<file path="config.mk">
export PLATFORM = sky130hd
export DESIGN_NAME = store_merge_unit
export DESIGN_NICKNAME = d
export VERILOG_FILES = /design/src/rtl/store_merge_unit.sv
export SDC_FILE = /design/constraint.sdc
export NUM_CORES = 1
export LEC_CHECK = 0
export ABC_AREA = 1
export CAP_MARGIN = 5
export CELL_PAD_IN_SITES_DETAIL_PLACEMENT = 0
export CELL_PAD_IN_SITES_GLOBAL_PLACEMENT = 1
export CORE_UTILIZATION = 35
export CTS_BUF_LIST = sky130_fd_sc_hd__clkbuf_2
export CTS_CLUSTER_DIAMETER = 120
export DETAILED_ROUTE_END_ITERATION = 10
export PLACE_DENSITY_LB_ADDON = 0.15
export REMOVE_ABC_BUFFERS = 1
export SLEW_MARGIN = 5
export SYNTH_ARGS = -nofsm -noshare
export SYNTH_HDL_FRONTEND = slang
export SYNTH_SLANG_ARGS = --single-unit
</file>
<file path="constraint.sdc">
create_clock -name clk -period 4.3 [get_ports clk]
set_input_delay 0.86 -clock clk [delete_from_list [all_inputs] [get_ports clk]]
set_output_delay 0.86 -clock clk [all_outputs]
set_load 0.02 [all_outputs]
</file>
<file path="src/rtl/store_merge_unit.sv">
// -----------------------------------------------------------------------------
// store_merge_unit
//
// Store-side narrowing unit between the CPU memory stage and a word-organised
// data memory. It accepts a 32-bit register value with a byte address and a
// store size (SB/SH/SW). It places the addressed byte or halfword into its
// little-endian lane and writes the resulting word to memory.
//
// Default build: byte and halfword stores use a read-modify-write sequence
// (READ the containing word, merge, then WRITE).
// Optional build (`define SMU_BYTE_STROBE_EN): adds mem_be[3:0]. Sub-word
// stores skip READ. Their data is replicated across all lanes and the write
// is qualified by the byte mask.
//
// Ports
//   clk, rst_n          clock, asynchronous active-low reset
//   req_valid/ready     request handshake (ready only while IDLE)
//   req_addr            byte address of the store
//   req_wdata           register data (low byte/half used for SB/SH)
//   req_size            00 byte, 01 half, 10 word, 11 reserved
//   resp_valid/err      one-cycle completion pulse, error qualifier
//   mem_addr            word address to memory (bits [1:0] zero)
//   mem_rd/rdata/rvalid read strobe held until rvalid, read data
//   mem_wr/wdata/wack   write strobe held until wack, merged write word
//   mem_be              byte write enables (SMU_BYTE_STROBE_EN only)
// -----------------------------------------------------------------------------
module store_merge_unit #(
  parameter int ADDR_W = 32
) (
  input  logic              clk,
  input  logic              rst_n,
  input  logic              req_valid,
  output logic              req_ready,
  input  logic [ADDR_W-1:0] req_addr,
  input  logic [31:0]       req_wdata,
  input  logic [1:0]        req_size,
  output logic              resp_valid,
  output logic              resp_err,
  output logic [ADDR_W-1:0] mem_addr,
  output logic              mem_rd,
  input  logic [31:0]       mem_rdata,
  input  logic              mem_rvalid,
  output logic              mem_wr,
  output logic [31:0]       mem_wdata,
`ifdef SMU_BYTE_STROBE_EN
  output logic [3:0]        mem_be,
`endif
  input  logic              mem_wack
);

  typedef enum logic [1:0] {S_IDLE, S_READ, S_WRITE, S_RESP} state_e;

  localparam logic [1:0] SZ_BYTE = 2'b00;
  localparam logic [1:0] SZ_HALF = 2'b01;
  localparam logic [1:0] SZ_WORD = 2'b10;

  state_e              state_q;
  logic                ready_q;
  logic                resp_valid_q;
  logic                resp_err_q;
  logic                mem_rd_q;
  logic                mem_wr_q;
  logic [ADDR_W-1:0]   mem_addr_q;
  logic [31:0]         mem_wdata_q;
  // Request latches: only the low half of the data is ever needed after
  // acceptance, because a full-word store is written straight from req_wdata.
  logic [ADDR_W-1:0]   addr_q;
  logic [15:0]         wdata_q;
  logic [1:0]          size_q;
`ifdef SMU_BYTE_STROBE_EN
  logic [3:0]          mem_be_q;
`endif

  logic                err_d;
  logic [31:0]         merged_d;

  // Misaligned halfword/word or reserved size.
  function automatic logic is_err(input logic [1:0] a, input logic [1:0] sz);
    return (sz == 2'b11) ||
           ((sz == SZ_HALF) && a[0]) ||
           ((sz == SZ_WORD) && (a != 2'b00));
  endfunction

  // Little-endian lane insert of the narrowed store data into the old word.
  function automatic logic [31:0] merge(input logic [31:0] old,
                                        input logic [15:0] d,
                                        input logic [1:0]  lane,
                                        input logic [1:0]  sz);
    logic [31:0] r;
    r = old;
    if (sz == SZ_BYTE) r[{lane, 3'b000} +: 8]     = d[7:0];
    else               r[{lane[1], 4'b0000} +: 16] = d;
    return r;
  endfunction

`ifdef SMU_BYTE_STROBE_EN
  function automatic logic [31:0] replicate(input logic [15:0] d, input logic [1:0] sz);
    return (sz == SZ_BYTE) ? {4{d[7:0]}} : {2{d}};
  endfunction

  function automatic logic [3:0] be_mask(input logic [1:0] lane, input logic [1:0] sz);
    if (sz == SZ_BYTE) return 4'b0001 << lane;
    return lane[1] ? 4'b1100 : 4'b0011;
  endfunction
`endif

  assign err_d    = is_err(req_addr[1:0], req_size);
  assign merged_d = merge(mem_rdata, wdata_q, addr_q[1:0], size_q);

  always_ff @(posedge clk or negedge rst_n) begin
    if (!rst_n) begin
      state_q      <= S_IDLE;
      ready_q      <= 1'b1;
      resp_valid_q <= 1'b0;
      resp_err_q   <= 1'b0;
      mem_rd_q     <= 1'b0;
      mem_wr_q     <= 1'b0;
      mem_addr_q   <= '0;
      mem_wdata_q  <= '0;
      addr_q       <= '0;
      wdata_q      <= '0;
      size_q       <= '0;
`ifdef SMU_BYTE_STROBE_EN
      mem_be_q     <= 4'b0000;
`endif
    end else begin
      unique case (state_q)
        S_IDLE: begin
          if (req_valid) begin
            addr_q  <= req_addr;
            wdata_q <= req_wdata[15:0];
            size_q  <= req_size;
            ready_q <= 1'b0;
            if (err_d) begin
              // Rejected requests never touch memory.
              state_q      <= S_RESP;
              resp_valid_q <= 1'b1;
              resp_err_q   <= 1'b1;
            end else begin
              mem_addr_q <= {req_addr[ADDR_W-1:2], 2'b00};
              if (req_size == SZ_WORD) begin
                state_q     <= S_WRITE;
                mem_wr_q    <= 1'b1;
                mem_wdata_q <= req_wdata;
`ifdef SMU_BYTE_STROBE_EN
                mem_be_q    <= 4'b1111;
`endif
              end else begin
`ifdef SMU_BYTE_STROBE_EN
                state_q     <= S_WRITE;
                mem_wr_q    <= 1'b1;
                mem_wdata_q <= replicate(req_wdata[15:0], req_size);
                mem_be_q    <= be_mask(req_addr[1:0], req_size);
`else
                state_q     <= S_READ;
                mem_rd_q    <= 1'b1;
`endif
              end
            end
          end
        end
        S_READ: begin
          // A write ack seen here is ignored; only read data advances the RMW.
          if (mem_rvalid) begin
            state_q     <= S_WRITE;
            mem_rd_q    <= 1'b0;
            mem_wr_q    <= 1'b1;
            mem_wdata_q <= merged_d;
          end
        end
        S_WRITE: begin
          if (mem_wack) begin
            state_q      <= S_RESP;
            mem_wr_q     <= 1'b0;
            resp_valid_q <= 1'b1;
            resp_err_q   <= 1'b0;
`ifdef SMU_BYTE_STROBE_EN
            mem_be_q     <= 4'b0000;
`endif
          end
        end
        S_RESP: begin
          state_q      <= S_IDLE;
          resp_valid_q <= 1'b0;
          resp_err_q   <= 1'b0;
          ready_q      <= 1'b1;
        end
        default: state_q <= S_IDLE;
      endcase
    end
  end

  assign req_ready  = ready_q;
  assign resp_valid = resp_valid_q;
  assign resp_err   = resp_err_q;
  assign mem_addr   = mem_addr_q;
  assign mem_rd     = mem_rd_q;
  assign mem_wr     = mem_wr_q;
  assign mem_wdata  = mem_wdata_q;
`ifdef SMU_BYTE_STROBE_EN
  assign mem_be     = mem_be_q;
`endif

endmodule

</file>
==> impl_metrics.env <==
export IMPL_grt_pass1_wl_um=27240
export IMPL_wl_um=16540
export IMPL_netlist_area_um2=5345
export IMPL_power_mw=5.162
export IMPL_final_max_slew_viol_count=0
export IMPL_critPathArrivalTime_ns=3.44
export IMPL_synth_area_per_cell_um2=6.417
export IMPL_die_area_um2=15770
export IMPL_switching_share_pct=50.44
export IMPL_insertion_delay_ns=0.58
export IMPL_fin_crit_sh_pct=67.38
export IMPL_wl_per_cell_um=14.14
export IMPL_clock_sinks=89
export IMPL_n_fill_cell=1532
export IMPL_first_pass_iters=10
export IMPL_layout_drive_gt1_share_pct=3.550
export IMPL_grt_use_total_pct=21.81
export IMPL_setup_viol_count_final=0
export IMPL_gp_congestion=0.8199
export IMPL_crit_fanout=35
export IMPL_tightest_slew_ns=1.159
export IMPL_diodes=0
export IMPL_ys_warn_count=0
export IMPL_crit_type="reg -> reg"
export IMPL_synth_seq_cells=89
export IMPL_dr_total_vias=5450
export IMPL_portBuffers=169
export IMPL_hpwl_um=11120
export IMPL_maxCapViolations=0
export IMPL_fin_util_pct=49.14
export IMPL_power_switching_mw=2.604
export IMPL_critPathTopFamily="simple AND/OR/NAND/NOR gates"
export IMPL_postCtsSetupRepairBufs=0
export IMPL_start_util_pct=36.36
export IMPL_irDropWorstVdd_mv=0.2993
export IMPL_drtAntennaViolNets=0
export IMPL_ys_top_cells_by_area="dfrtp_1 (41%), nand2_1 (32%), nand3_1 (5.5%)"
export IMPL_startpoint="addr_q[1]$_DFFE_PN0P_"
export IMPL_die_h_um=125.6
export IMPL_fp_row_count=44
export IMPL_die_w_um=125.6
export IMPL_clkTransAtPathRegs_ns=0.26
export IMPL_final_setup_tns_ns=0
export IMPL_fmax_mhz=345.1
export IMPL_hold_buffers=0
export IMPL_leakage_nw=3.751
export IMPL_cp_end_kind="flip-flop"
export IMPL_cts_tree="done"
export IMPL_numCtsBuffers=9
export IMPL_status="complete, but fails checks"
export IMPL_syn_inst=833
export IMPL_grt_max_degree=69
export IMPL_drtIter0Drc=338
export IMPL_period_needed_ns=2.897
export IMPL_synth_top_area_share_pct=41.20
export IMPL_grt_pass1_vias=5237
export IMPL_power_density_nw_per_um2=714.7
export IMPL_r2r_start="addr_q[1]$_DFFE_PN0P_"
export IMPL_ff2ff_path_depth=12
export IMPL_worst_clock_skew_ns=0.01075
export IMPL_max_slew_margin_rel_pct=22.47
export IMPL_r2r_slack_ns=1.40
export IMPL_violations="design-rule violations"
export IMPL_grt_overflow=0
export IMPL_worst_path_max_delay_cell="ha_1"
export IMPL_power_frac_clock_pct=7.7
export IMPL_cpMostUsedCell="nand2_1"
export IMPL_r2r_end="mem_wdata[13]$_DFFE_PN0P_"
export IMPL_ys_seq_area_share_pct=41.69
export IMPL_cp_buffers_inverters=3
export IMPL_synth_cell_type_count=25
export IMPL_clockBufferDepth=2
export IMPL_hold_path_class="in -> async"
export IMPL_p_int_mw=2.559
export IMPL_slowest_delay_ns=0.53
export IMPL_dpl_instance_area_um2=7131
export IMPL_antenna_found_initial=0
export IMPL_clockRootBuffer="clkbuf_2"
export IMPL_io_pins=172
export IMPL_cts_resized=0
export IMPL_hold_viol=0
export IMPL_worst_setup_path_start_kind="flip-flop"
export IMPL_area_growth_pct=35.14
export IMPL_final_nets=1093
export IMPL_cp_cell_sequence="buf_4 > clkinv_1 > ha_1 > inv_1 > nand2_1 > nor2_1 > nand2_1 > nand2_1 > nand2_1 > nand2_1 > nand2_1 > nand2_1"
export IMPL_rsz0062_at_grt="no"
export IMPL_via_per_inst=4.658
export IMPL_yosysTopAreaCell="dfrtp_1"
export IMPL_cp_required_ns=4.84
export IMPL_h_tree_depth=3
export IMPL_comb_power_share_pct=63.3
export IMPL_final_area_um2=7223
export IMPL_drcViolationCount=12
export IMPL_p_seq_share_pct=29.0
export IMPL_core_area_um2=14700
## per-stage QoR
step | hold slack, ns | worst slack, ns | instances
floorplan | 0.4530 | 1.359 | 792
global route | 0.3381 | 1.164 | 1170
global placement | 0.4620 | 1.276 | 1154
CTS | 0.3372 | 1.405 | 1170
detailed placement | 0.4646 | 1.213 | 1154
finish | 0.3328 | 1.403 | 1170
## how the worst max path moves through the flow
stage,cells past startpoint,to,slack (ns)
final,12,mem_wdata[13]$_DFFE_PN0P_,1.40
after global routing,12,mem_wdata[12]$_DFFE_PN0P_,1.16
after CTS,12,mem_wdata[13]$_DFFE_PN0P_,1.41
after detailed placement,9,mem_wdata[0]$_DFFE_PN0P_,1.21
after global placement,9,mem_wdata[9]$_DFFE_PN0P_,1.28
after floorplan,11,mem_wdata[10]$_DFFE_PN0P_,1.36
## cell families after synthesis
family	Yosys count	synth area share (%)
AND/OR/NAND/NOR	559	41.06
buffers and inverters	103	8.169
adder cells (fa/ha/maj)	9	2.107
AO/OA/AOI/OAI	72	6.906
other	1	0.07016
flip-flops	89	41.69
## power by group through the flow
stage                     Sequential, mW  Clock [mW]  Combinational (mW)
after floorplan                     1.85           0                1.65
after global placement              1.51           0                3.28
after detailed placement            1.51           0                3.29
after CTS                           1.50       0.419                3.30
after global routing                1.55       0.453                3.68
final                               1.50       0.397                3.27
## per-layer routing
| metal | wire, um | vias up | GRT usage [%] |
|---|---|---|---|
| li1 | - | 2848 | - |
| met4 | 246 | 0 | 7.102 |
| met2 | 7350 | 169 | 34.93 |
| met3 | 1238 | 17 | 5.691 |
| met1 | 7706 | 2416 | 28.61 |
| met5 | 0 | - | 0 |
## cells in the final DEF (no fill, tap or decap), drive strengths merged
cell type	n
nand2	459
clkdlybuf4s50	168
dfrtp	88
nand3	59
inv	58
o21ai	44
nor2	39
a21oi	26
clkbuf	10
buf	10
ha	9
clkinv	7
nand3b	2
conb	2
clkinvlp	2
a31oi	1
a22o	1
dfstp	1
## state kept, by name, indices dropped and copies added (netlist names)
| register | count |
|---|---|
| mem_addr | 30 |
| wdata_q | 16 |
| size_q | 2 |
| resp_err | 1 |
| mem_wdata | 32 |
| mem_rd | 1 |
| mem_wr | 1 |
| req_ready | 1 |
| resp_valid | 1 |
| state_q | 2 |
| addr_q | 2 |
## cell type report
class                      instances  area [um^2]  area share, %
timing repair buffer             178         1757          24.32
sequential                        89         2228          30.85
multi-input combinational        642         2686          37.19
tap                              184        230.2          3.187
inverter                          61        229.0          3.170
clock buffer                      10        50.05         0.6929
clock inverter                     6        42.54         0.5889
## worst register-to-register path: cells and delay by family (launching register included)
family,cells,cell delay (ns)
and+or+nand+nor,8,0.99
adders and majority gates,1,0.53
DFF,1,0.38
buffers and inverters,3,0.97
## Yosys cell counts
master,instances
nor2_2,1
ha_1,9
o21ai_1,2
conb_1,1
clkbuf_1,20
nor2_4,1
inv_2,2
a21oi_1,25
nor2_1,37
dfrtp_1,88
o21ai_0,42
buf_1,1
dfstp_2,1
a21oi_2,1
nand3_1,59
inv_1,55
a31oi_1,1
nand3b_1,2
nand2_2,2
buf_2,16
buf_4,2
nand2_1,457
a22o_1,1
buf_6,3
clkinv_1,4
No activity file was read; power rests on OpenSTA's default activity.
